===== src/rtl/cpu_clock_pkg.sv =====
// cpu_clock_pkg: state encodings, mode codes and SLOW rate table shared by the CPU clock controller
package cpu_clock_pkg;
  localparam logic [2:0] ST_HALTED = 3'd0, ST_STEP = 3'd1, ST_SLOW = 3'd2, ST_FAST = 3'd3, ST_STOPPED = 3'd4;
  localparam logic [1:0] MODE_HALT = 2'b00, MODE_STEP = 2'b01, MODE_SLOW = 2'b10, MODE_FAST = 2'b11;
  function automatic int unsigned slow_rate(input logic [1:0] sel);
    return sel == 2'b00 ? 1 : sel == 2'b01 ? 2 : sel == 2'b10 ? 5 : 10;
  endfunction
  function automatic logic [2:0] mode_state(input logic [1:0] m);
    return m == MODE_FAST ? ST_FAST : m == MODE_SLOW ? ST_SLOW : m == MODE_STEP ? ST_STEP : ST_HALTED;
  endfunction
endpackage


===== src/rtl/btn_debounce.sv =====
// btn_debounce: 2-flop synchronizer, level debounce and one-cycle press pulse for a raw push-button
module btn_debounce #(
  parameter int DEBOUNCE_CYCLES = 1_000_000
) (
  input  logic clk,
  input  logic rst_n,
  input  logic btn,
  output logic pulse
);
  localparam int CW = $clog2(DEBOUNCE_CYCLES + 1);
  logic s1, s2, level, done;
  logic [CW-1:0] cnt;
  // cnt tracks consecutive synchronized samples that disagree with the accepted level
  assign done = s2 != level && cnt == CW'(DEBOUNCE_CYCLES - 1);
  always_ff @(posedge clk or negedge rst_n)
    if (!rst_n) begin
      s1 <= 1'b0;
      s2 <= 1'b0;
      level <= 1'b0;
      cnt <= '0;
      pulse <= 1'b0;
    end else begin
      s1 <= btn;
      s2 <= s1;
      cnt <= s2 == level || done ? '0 : cnt + CW'(1);
      level <= done ? s2 : level;
      pulse <= done && s2;
    end
endmodule


===== src/rtl/cpu_clock_ctrl.sv =====
// cpu_clock_ctrl: run-mode FSM issuing registered cpu_ce pulses in HALT/STEP/SLOW/FAST modes
module cpu_clock_ctrl import cpu_clock_pkg::*; #(
  parameter int CLK_HZ = 50_000_000,
  parameter int DEBOUNCE_CYCLES = 1_000_000
) (
  input  logic        clk_50M,
  input  logic        rst_n,
  input  logic [1:0]  mode,
  input  logic [1:0]  div_sel,
  input  logic        step_btn,
  input  logic        halt_req,
  output logic        cpu_ce,
  output logic [31:0] cycle_count,
  output logic [2:0]  state,
  output logic        led_tick
);
  localparam logic [31:0] DIV_N [4] = '{
    32'(CLK_HZ / slow_rate(2'd0)), 32'(CLK_HZ / slow_rate(2'd1)),
    32'(CLK_HZ / slow_rate(2'd2)), 32'(CLK_HZ / slow_rate(2'd3))
  };
  logic step_pulse, div_chg, slow_hit, ce_nxt;
  logic [1:0] div_q;
  logic [31:0] div_cnt;
  logic [2:0] state_nxt;
  btn_debounce #(.DEBOUNCE_CYCLES(DEBOUNCE_CYCLES)) u_debounce (
    .clk(clk_50M),
    .rst_n(rst_n),
    .btn(step_btn),
    .pulse(step_pulse)
  );
  // cpu_ce is registered from the next state so it never outlives a mode change or halt
  always_comb begin
    state_nxt = state == ST_STOPPED ? (mode == MODE_HALT ? ST_HALTED : ST_STOPPED)
              : cpu_ce && halt_req ? ST_STOPPED : mode_state(mode);
    div_chg = div_sel != div_q;
    slow_hit = div_cnt == DIV_N[div_sel] - 32'd1;
    ce_nxt = state_nxt == ST_FAST || (state == state_nxt &&
             ((state == ST_STEP && step_pulse) || (state == ST_SLOW && !div_chg && slow_hit)));
  end
  always_ff @(posedge clk_50M or negedge rst_n)
    if (!rst_n) begin
      state <= ST_HALTED;
      cpu_ce <= 1'b0;
      cycle_count <= '0;
      led_tick <= 1'b0;
      div_cnt <= '0;
      div_q <= '0;
    end else begin
      state <= state_nxt;
      cpu_ce <= ce_nxt;
      cycle_count <= cycle_count + {31'd0, cpu_ce && ~&cycle_count};
      led_tick <= led_tick ^ cpu_ce;
      div_q <= div_sel;
      div_cnt <= state_nxt != state || div_chg || slow_hit ? '0 : div_cnt + 32'd1;
    end
endmodule


===== config.mk =====
export PLATFORM = sky130hd
export DESIGN_NAME = cpu_clock_ctrl
export DESIGN_NICKNAME = d
export VERILOG_FILES = /design/src/rtl/cpu_clock_pkg.sv /design/src/rtl/btn_debounce.sv /design/src/rtl/cpu_clock_ctrl.sv
export SDC_FILE = /design/constraint.sdc
export NUM_CORES = 1
export LEC_CHECK = 0
export ABC_AREA = 1
export ABC_CLOCK_PERIOD_IN_PS = 4850
export BUFFER_PORTS_ARGS = -buffer_cell sky130_fd_sc_hd__buf_2
export CAP_MARGIN = 30
export CORE_UTILIZATION = 45
export DETAILED_ROUTE_END_ITERATION = 6
export HOLD_SLACK_MARGIN = 0.02
export SLEW_MARGIN = 20
export SYNTH_ARGS = -nofsm -noshare
export SYNTH_HDL_FRONTEND = slang
export SYNTH_HIERARCHICAL = 1
export SYNTH_SLANG_ARGS = --single-unit

===== constraint.sdc =====
create_clock -name clk_50M -period 4.85 [get_ports clk_50M]
set_input_delay 1.455 -clock clk_50M [delete_from_list [all_inputs] [get_ports clk_50M]]
set_output_delay 1.455 -clock clk_50M [all_outputs]
set_load 0.005 [all_outputs]

==> results by group, run 1 <==
Finish
  – Area of the multi-input gates: around 2700 µm²
  – Share of post-route cells with drive strength above 1: approximately 18%
  – Commonest non-fill, non-tap cell in the layout: nand2_1
  – Antenna Cells: 0
  – Layout area overhead: 12.6%
  – Nets: 757
  – Filler cells: 1181
  – Most frequent cells in the layout: nand2_1 (174), dfrtp_1 (95), nor2_1 (91)
  – Finished Layout Cells: between 800 and 900
  – Register area: around 2400 µm²

Detailed routing
  – WL final: ~13000 µm
  – First DRT Iteration DRCs: 262
  – Via density: 5.01
  – DRC Markers: 0
  – Antenna Nets Post-Route: 0
  – Drt first pass iters: 4
  – Via count: around 4500
  – DR WL/cell: 13.9 µm

Yosys
  – Mapped Area: about 5500 µm²
  – #FFs+latches synth: between 90 and 100
  – Syn Area/Cell: ~7.9 µm²
  – Yosys cell types: 36
  – Synth Warn #: 6
  – Sequential element share of the synthesized area: 43.2%
  – Syn_nets: slightly above 700
  – Syn Inst Count: 695

Worst setup path
  – Required time worst endpoint: around 5.1 ns
  – FF-to-FF Start: cycle_count[12]$_DFF_PN0_
  – Worst-path fanout max: 32
  – Startpoint Class: primary input
  – Crit. End Element: flop
  – Reg2reg path depth: 18
  – R2r setup slk: about 2.3 ns
  – Crit path DAT: approximately 2.9 ns
  – Kind of critical path: in2reg
  – FF-to-FF End: cycle_count[30]$_DFF_PN0_

Pwr
  – Peak VDD IR: approximately 200 µV
  – Standby leakage power: 2.85 nW
  – Total power: approximately 1.8 mW
  – PD cells: approximately 290 nW/µm²

Placed design
  – Routability cong.: approximately 0.96
  – Hpwl dp: 9650 µm
  – Port bufs: 44
  – Cells after DPL: 881

Die
  – Core area: 12000 µm²
  – Chip width: 113 µm
  – Die area: 12700 µm²
  – Die H: ~110 µm
  – Initial core utilization: between 40% and 50%
  – # rows: 40
  – I/O pins: 45

Min path
  – Hold Path Class: reg2reg
  – Hold_sp: u_debounce/s1$_DFF_PN0_
  – Hold Path Depth: 0
  – Hold worst-path end: u_debounce/s2$_DFF_PN0_

Global routing
  – Total gr overflow: 0
  – Initial antenna violation count: 0
  – Vias in the first global route: 4409
  – First-pass GRT wire length: roughly 21000 µm
  – Total GRT Usage: 21.4%
  – Largest net degree at the start of global routing: 59

STA
  – Setup-failing EPs final: 0
  – Sum of negative setup slack: 0 ns
  – Worst rel slew slack: 62.9%
  – Setup Skew: approximately 0.0041 ns
  – Final Hold Fails: 0
  – Fmax: 376 MHz
  – Fin crit share: 54.8%
  – RSZ-0062 raised after global routing: no
  – Final Max Slew Viols: 0
  – Fin crit period: approximately 2.7 ns
  – Slew @ Worst Pin: 0.557 ns

Clock tree
  – Clock sink count: between 90 and 100
  – CTS tree: built
  – Clock latency on the worst-skew pair: ~0.35 ns
  – CTS Buffer Depth: 2
  – Deepest level of the CTS H-tree: 3
  – Clock transition at path regs: 0.07 ns
  – CTS Hold Bufs: 0
  – TritonCTS buffer count: 9
  – Root cell of the clock tree: clkbuf_16
  – Post-CTS setup buffer count: 0
  – CTS resizes: 0

Run status
  – Status: finished clean

Job
  – Max-cap viol count: 0
## flip-flops by register name (all words and copies together) (netlist names)
signal / flops
u_debounce/cnt: 20
u_debounce/level: 1
u_debounce/s2: 1
u_debounce/s1: 1
led_tick: 1
div_q: 2
cpu_ce: 1
cycle_count: 32
state: 3
u_debounce/pulse: 1
div_cnt: 32
## cells in the mapped netlist (all sizes together)
cell type / count / area share, %
nor2: 136 / 12
xnor2: 26 / 4.1
nor3: 28 / 3.1
inv: 83 / 5.7
dfrtp: 95 / 43
o21bai: 1 / 0.14
nand2: 187 / 14
nand3b: 2 / 0.27
a31oi: 1 / 0.11
ha: 4 / 0.91
nand4: 18 / 2.2
or2: 2 / 0.23
nor4: 6 / 0.80
nand3: 44 / 4.4
a21oi: 3 / 0.27
and3: 2 / 0.23
buf: 7 / 1.3
nor3b: 1 / 0.14
o21ai: 8 / 0.73
xor2: 40 / 6.4
and2: 1 / 0.11
## critical path, stage by stage
cell,delay (ns)
buf_2,0.22
nand2_1,0.14
nand2_1,0.08
nand2_1,0.05
nor2_1,0.10
nand2_1,0.07
nor2_2,0.13
nand2_2,0.08
nand3_4,0.42
nor2_1,0.10
## stage by stage
stage	cell area, µm²	worst slack, ns	util, %	hold WS [ns]
finish	6190	2.19	51.8	0.368
global route	6190	1.99	51.8	0.388
CTS	6190	2.19	51.8	0.371
detailed placement	5870	1.81	49.1	0.354
global placement	5840	1.86	48.9	0.336
floorplan	5500	2.26	-	0.331
## final cells by class
type	instances	area share, %
Sequential cell	95	38.4
Timing Repair Buffer	46	4.16
Tap cell	147	2.97
Clock inverter	6	1.35
Multi-Input combinational cell	510	44.2
Inverter	83	5.07
Clock buffer	10	3.86
## how the worst max path moves through the flow
stage,start,endpoint,slack (ns),cells past startpoint
2_1_floorplan,div_sel[0],div_cnt[4]$_DFF_PN0_,2.26,12
3_3_place_gp,div_sel[0],div_cnt[25]$_DFF_PN0_,1.86,10
3_5_place_dp,div_sel[0],div_cnt[25]$_DFF_PN0_,1.81,10
4_1_cts,div_sel[0],div_cnt[25]$_DFF_PN0_,2.19,10
5_1_grt,cycle_count[14]$_DFF_PN0_,cycle_count[30]$_DFF_PN0_,1.99,18
6_report,div_sel[0],div_cnt[25]$_DFF_PN0_,2.19,10
## logic make-up (layout without fill, tap and decap cells)
family / Yosys count / after routing / synth area share [%]
simple gates: 427 / 427 / 37.1
xor+xnor: 66 / 66 / 10.5
flops: 95 / 95 / 43.2
buf+inv: 90 / 145 / 7.00
compound gates: 13 / 13 / 1.25
fa+ha+maj: 4 / 4 / 0.910
## routing by layer
| layer | up-vias | routed length (µm) | GRT usage [%] | share of wire (%) |
|---|---|---|---|---|
| li1 | 2266 | - | - | - |
| met1 | 2111 | 5730 | 27.6 | 46 |
| met2 | 90 | 5940 | 34.9 | 47 |
| met3 | 23 | 562 | 4.64 | 4.5 |
| met4 | 0 | 277 | 8.89 | 2.2 |
| met5 | - | 0 | 0 | 0 |
## where the power goes
group | total [mW] | switching (mW) | internal [mW]
combinational | 0.135 | 0.0827 | 0.0526
sequential | 0.869 | 0.0434 | 0.825
clock | 0.770 | 0.306 | 0.464
Power figures use the tool's default switching activity.
==> run 2: changes to the inputs <==
--- a/config.mk
+++ b/config.mk
@@ -6,7 +6,7 @@
 export NUM_CORES = 1
 export LEC_CHECK = 0
 export ABC_AREA = 1
-export ABC_CLOCK_PERIOD_IN_PS = 4850
+export ABC_CLOCK_PERIOD_IN_PS = 2700
 export BUFFER_PORTS_ARGS = -buffer_cell sky130_fd_sc_hd__buf_2
 export CAP_MARGIN = 30
 export CORE_UTILIZATION = 45
==> constraint.sdc (replaced) <==
create_clock -name clk_50M -period 2.7 [get_ports clk_50M]
set_input_delay 0.81 -clock clk_50M [delete_from_list [all_inputs] [get_ports clk_50M]]
set_output_delay 0.81 -clock clk_50M [all_outputs]
set_load 0.005 [all_outputs]
==> results by group, run 2 (same netlist as run 1, synthesis figures left out) <==
Run status
  – Status: finished clean

STA
  – Final Max Slew Viols: 0
  – Fin crit share: between 90% and 100%
  – Slew @ Worst Pin: 0.437 ns
  – Setup Skew: about 0.0096 ns
  – Fmax: 406 MHz
  – Worst hold margin: around 0.29 ns
  – Worst rel slew slack: a little under three quarters
  – Setup-failing EPs final: 0
  – Final Hold Fails: 0
  – Fin crit period: about 2.5 ns

Placed design
  – Hpwl dp: approximately 9500 µm
  – Port bufs: 44
  – Cells after DPL: slightly below 900
  – Routability cong.: between 0.9 and 1

Min path
  – Hold Path Class: in2async

Pwr
  – Switch Pwr: 0.767 mW
  – Sw frac: 23.4%
  – Standby leakage power: 2.87 nW
  – Power Internal: between 2 and 3 mW
  – PD cells: 523 nW/µm²
  – Clock share of power: between 40% and 50%
  – Peak VDD IR: approximately 410 µV
  – Combinational Power Share: approximately 7.4%
  – Flop pwr share: 47.8%

Detailed routing
  – WL final: between 10000 and 15000 µm
  – Via density: between 5 and 6
  – Via count: approximately 4500
  – First DRT Iteration DRCs: 260
  – DRC Markers: 0
  – DR WL/cell: ~14 µm
  – Antenna Nets Post-Route: 0
  – Drt first pass iters: 4

Die
  – Die area: 12700 µm²
  – Initial core utilization: a little under half
  – Chip width: between 100 and 150 µm
  – I/O pins: between 40 and 50
  – Core area: 12000 µm²
  – # rows: 40
  – Die H: 113 µm

Worst setup path
  – Required time worst endpoint: 2.93 ns
  – Crit path DAT: around 2.7 ns
  – Kind of critical path: reg2reg
  – Startpoint Class: flop
  – FF-to-FF Start: cycle_count[12]$_DFF_PN0_
  – Worst-path fanout max: 4
  – FF-to-FF End: cycle_count[30]$_DFF_PN0_
  – Reg2reg path depth: 18
  – Crit. End Element: flop
  – R2r setup slk: 0.24 ns

Clock tree
  – Root cell of the clock tree: clkbuf_16
  – CTS tree: built
  – Deepest level of the CTS H-tree: 3
  – TritonCTS buffer count: 9
  – Clock latency on the worst-skew pair: about 0.35 ns
  – CTS Buffer Depth: 2
  – Clock transition at path regs: approximately 0.07 ns
  – Clock sink count: 95
  – CTS Hold Bufs: 0

Global routing
  – Total gr overflow: 0
  – First-pass GRT wire length: approximately 21000 µm
  – Vias in the first global route: ~4500
  – Initial antenna violation count: 0
  – Total GRT Usage: a little over a fifth
  – Largest net degree at the start of global routing: 52

Finish
  – Filler cells: approximately 1200
  – Layout area overhead: 13.6%
  – Top Registers: cycle_count: 32 flops, div_cnt: 32 flops, u_debounce/cnt: 20 flops
  – Share of post-route cells with drive strength above 1: 18.5%
  – Most frequent cells in the layout: nand2_1 (173), dfrtp_1 (95), nor2_1 (90)
  – Register area: ~2400 µm²
  – Antenna Cells: 0
  – Area of the multi-input gates: approximately 2700 µm²
  – Commonest non-fill, non-tap cell in the layout: nand2_1
  – Finished Layout Cells: ~900
  – Nets: 760

Job
  – Max-cap viol count: 0
## run 2: area by class of cell
| class | count | area share, % |
|---|---|---|
| flip-flops and latches | 95 | 38.0 |
| multi-input cells | 510 | 43.9 |
| repair buffers | 49 | 4.56 |
| clock buffers | 10 | 3.82 |
| inverters | 83 | 5.03 |
| clock inverters | 5 | 1.70 |
| well taps | 147 | 2.94 |
## run 2: worst max-delay path: stages (launching register included)
cell	delay, ns
dfrtp_1	0.42
nand2_1	0.11
inv_1	0.06
nand2_1	0.06
inv_1	0.04
nand2_1	0.11
inv_1	0.05
a31oi_1	0.16
ha_1	0.19
ha_1	0.18
inv_1	0.08
nor2_4	0.15
nand2_2	0.11
nor3_4	0.23
nand2_2	0.13
nor2_4	0.12
nand2_1	0.06
nand2_1	0.06
nand2_1	0.04
## run 2: worst max-delay path by stage
stage / start / cells past startpoint / to
5_1_grt: cycle_count[12]$_DFF_PN0_ / 18 / cycle_count[30]$_DFF_PN0_
3_5_place_dp: cycle_count[12]$_DFF_PN0_ / 18 / cycle_count[30]$_DFF_PN0_
3_3_place_gp: cycle_count[14]$_DFF_PN0_ / 18 / cycle_count[30]$_DFF_PN0_
6_report: cycle_count[12]$_DFF_PN0_ / 18 / cycle_count[30]$_DFF_PN0_
2_1_floorplan: cycle_count[14]$_DFF_PN0_ / 18 / cycle_count[30]$_DFF_PN0_
4_1_cts: cycle_count[12]$_DFF_PN0_ / 18 / cycle_count[30]$_DFF_PN0_
## run 2: stage by stage
step / total power [mW] / TNS, ns / cell area (µm²) / setup slack [ns] / util [%]
after CTS: 3.32 / 0 / 6230 / 0.217 / 52.1
after floorplan: 1.71 / 0 / 5500 / 0.447 / -
after detailed placement: 1.84 / 0 / 5880 / 0.228 / 49.2
after global routing: 3.42 / -0.00340 / 6250 / -0.00340 / 52.2
after global placement: 1.84 / 0 / 5880 / 0.322 / 49.2
final: 3.27 / 0 / 6250 / 0.239 / 52.2
## run 2: per-layer routing
| layer | GRT usage (%) | part of all wire (%) |
|---|---|---|
| met5 | 0 | 0 |
| met4 | 7.73 | 2.3 |
| met3 | 5.56 | 4.5 |
| met2 | 34.0 | 46 |
| met1 | 28.9 | 47 |
## run 2: power by group through the flow
stage | sequential, mW | combinational, mW | clock [mW]
final | 1.57 | 0.242 | 1.46
after CTS | 1.57 | 0.249 | 1.51
after global routing | 1.57 | 0.276 | 1.57
after detailed placement | 1.59 | 0.251 | 0
after floorplan | 1.58 | 0.131 | 0
after global placement | 1.59 | 0.244 | 0
## run 2: repair_timing
item	in CTS	in global routing
gates resized for setup	0	2
buffers inserted	0	2
endpoints found under the setup margin	0	4
==> run 3: changes to the inputs <==
--- a/config.mk
+++ b/config.mk
@@ -9,9 +9,10 @@
 export ABC_CLOCK_PERIOD_IN_PS = 2700
 export BUFFER_PORTS_ARGS = -buffer_cell sky130_fd_sc_hd__buf_2
 export CAP_MARGIN = 30
-export CORE_UTILIZATION = 45
+export CORE_UTILIZATION = 50
 export DETAILED_ROUTE_END_ITERATION = 6
 export HOLD_SLACK_MARGIN = 0.02
+export PLACE_DENSITY = 0.69
 export SLEW_MARGIN = 20
 export SYNTH_ARGS = -nofsm -noshare
 export SYNTH_HDL_FRONTEND = slang
==> results by group, run 3 (same netlist as run 1, synthesis figures left out) <==
STA
  – Worst rel slew slack: a little over 50%
  – RSZ-0062 raised after global routing: no
  – Setup-failing EPs final: 0
  – Fin crit share: between 90% and 100%
  – Final Hold Fails: 0
  – Setup Skew: ~0.011 ns
  – Final Max Slew Viols: 0
  – Sum of negative setup slack: 0 ns
  – Slew @ Worst Pin: 0.742 ns
  – Final Worst Setup Slack: roughly 0.27 ns
  – Fin crit period: between 2 and 2.5 ns
  – Fmax: around 410 MHz

Job
  – Max-cap viol count: 0

Worst setup path
  – Top delay family on crit path: simple AND/OR/NAND/NOR gates
  – FF-to-FF End: cycle_count[30]$_DFF_PN0_
  – Required time worst endpoint: around 3.0 ns
  – CP Cell Sequence: nand2_1 -> inv_1 -> nand2_1 -> inv_1 -> nand2_1 -> inv_1 -> a31oi_1 -> ha_1 -> ha_1 -> inv_1 -> nor2_4 -> nand2_2 -> nor3_4 -> nand2_2 -> nor2_4 -> nand2_1 -> nand2_1 -> nand2_1
  – Kind of critical path: reg2reg
  – Crit path DAT: 2.71 ns
  – CP max stage delay: about 0.43 ns
  – Startpoint Class: flop
  – Reg2reg path depth: 18
  – Number of buffers and inverters on the critical path: 4
  – Top cell by count, worst path: nand2_1
  – FF-to-FF Start: cycle_count[14]$_DFF_PN0_
  – R2r setup slk: roughly 0.27 ns
  – Worst-path fanout max: 4
  – Crit path max-delay cell type: dfrtp_1
  – Crit. End Element: flop

Detailed routing
  – Drt first pass iters: 4
  – Via count: 4565
  – Antenna Nets Post-Route: 0
  – Via density: a little over 5
  – DR WL/cell: 14.1 µm
  – WL final: 12500 µm
  – First DRT Iteration DRCs: about 220
  – DRC Markers: 0

Finish
  – Most frequent cells in the layout: nand2_1 (174), dfrtp_1 (95), nor2_1 (91)
  – Layout area overhead: 10.2%
  – Post-layout util: between 50% and 60%
  – Share of post-route cells with drive strength above 1: a little under a fifth
  – Antenna Cells: 0
  – Commonest non-fill, non-tap cell in the layout: nand2_1
  – Nets: between 700 and 800
  – Top Registers: cycle_count: 32 flops, div_cnt: 32 flops, u_debounce/cnt: 20 flops

Clock tree
  – Root cell of the clock tree: clkbuf_8
  – CTS Buffer Depth: 2
  – Deepest level of the CTS H-tree: 3
  – Clock transition at path regs: ~0.090 ns
  – CTS resizes: 0
  – Clock latency on the worst-skew pair: 0.38 ns
  – CTS Hold Bufs: 0
  – Post-CTS setup buffer count: 0
  – TritonCTS buffer count: 9
  – CTS tree: built
  – Clock sink count: 95

Run status
  – Status: finished clean

Global routing
  – Total gr overflow: 0
  – Vias in the first global route: between 4000 and 5000
  – Initial antenna violation count: 0
  – Largest net degree at the start of global routing: 60
  – Total GRT Usage: roughly a quarter
  – First-pass GRT wire length: 21700 µm

Min path
  – Hold_sp: u_debounce/s1$_DFF_PN0_
  – Hold worst-path end: u_debounce/s2$_DFF_PN0_
  – Hold Path Class: reg2reg
  – Hold Path Depth: 0

Die
  – I/O pins: 45
  – Die area: between 10000 and 15000 µm²
  – Die H: 107 µm
  – Chip width: 107 µm
  – # rows: 37
  – Core area: about 11000 µm²
  – Initial core utilization: between 50% and 60%

Placed design
  – Setup WS pre-CTS: around 0.21 ns
  – Routability cong.: slightly below 1
  – Hpwl dp: between 9000 and 10000 µm
  – Port bufs: 44

Pwr
  – Standby leakage power: about 2.8 nW
  – Total power: between 2 and 3 mW
  – PD cells: 452 nW/µm²
  – Peak VDD IR: 360 µV
-- run 3: cell types whose count changed in the layout (fill, tap and decap cells not counted) --
cell,change
nand2_1,+1
clkinv_4,-1
clkinvlp_4,+2
clkbuf_8,+8
bufinv_16,-2
nor2_2,-1
clkinv_2,+2
nor2_1,+1
clkbuf_16,-9
nand2_2,-1
buf_4,-1
-- run 3: how the worst max path moves through the flow --
| stage | start | to | slack (ns) | cells after the start |
|---|---|---|---|---|
| final | cycle_count[14]$_DFF_PN0_ | cycle_count[30]$_DFF_PN0_ | 0.27 | 18 |
| after global routing | cycle_count[14]$_DFF_PN0_ | cycle_count[30]$_DFF_PN0_ | 0.008 | 18 |
| after detailed placement | cycle_count[14]$_DFF_PN0_ | cycle_count[30]$_DFF_PN0_ | 0.21 | 18 |
| after global placement | cycle_count[14]$_DFF_PN0_ | cycle_count[30]$_DFF_PN0_ | 0.33 | 18 |
| after floorplan | cycle_count[14]$_DFF_PN0_ | cycle_count[30]$_DFF_PN0_ | 0.45 | 18 |
| after CTS | cycle_count[14]$_DFF_PN0_ | cycle_count[30]$_DFF_PN0_ | 0.21 | 18 |
-- run 3: final cells by class --
class | instances | area, µm²
flip-flops and latches | 95 | 2380
inverters | 83 | 314
clock inverters | 6 | 62.6
fillers | 961 | 4440
clock buffers | 9 | 124
well taps | 136 | 170
repair buffers | 48 | 278
multi-input cells | 510 | 2740
-- run 3: stage by stage --
stage	hold slack (ns)	instance area, µm²	std cells
floorplan	0.331	5500	695
global placement	0.342	5880	872
detailed placement	0.347	5880	872
CTS	0.368	6060	887
global route	0.372	6060	887
finish	0.361	6060	887
-- run 3: metal layers --
| layer | global-route usage (%) | wire length [µm] | vias up |
|---|---|---|---|
| met1 | 31.7 | 5840 | 2171 |
| met5 | 0 | 0 | - |
| li1 | - | - | 2272 |
| met2 | 39.8 | 5920 | 98 |
| met4 | 9.20 | 274 | 0 |
| met3 | 4.92 | 511 | 24 |
-- run 3: power by group --
part	leakage, nW	switching, mW	total (mW)	internal (mW)
Combinational	1.40	0.147	0.244	0.0974
Clock	0.0871	0.513	0.932	0.419
Sequential	1.30	0.0827	1.56	1.48
Total	2.79	0.742	2.74	2.00
-- run 3: worst reg2reg max path: stages (launching register included) --
cell and delay, ns:
dfrtp_1 0.43, nand2_1 0.14, inv_1 0.06, nand2_1 0.05
inv_1 0.03, nand2_1 0.11, inv_1 0.05, a31oi_1 0.16
ha_1 0.19, ha_1 0.18, inv_1 0.07, nor2_4 0.16
nand2_2 0.11, nor3_4 0.18, nand2_2 0.12, nor2_4 0.12
nand2_1 0.07, nand2_1 0.06, nand2_1 0.04
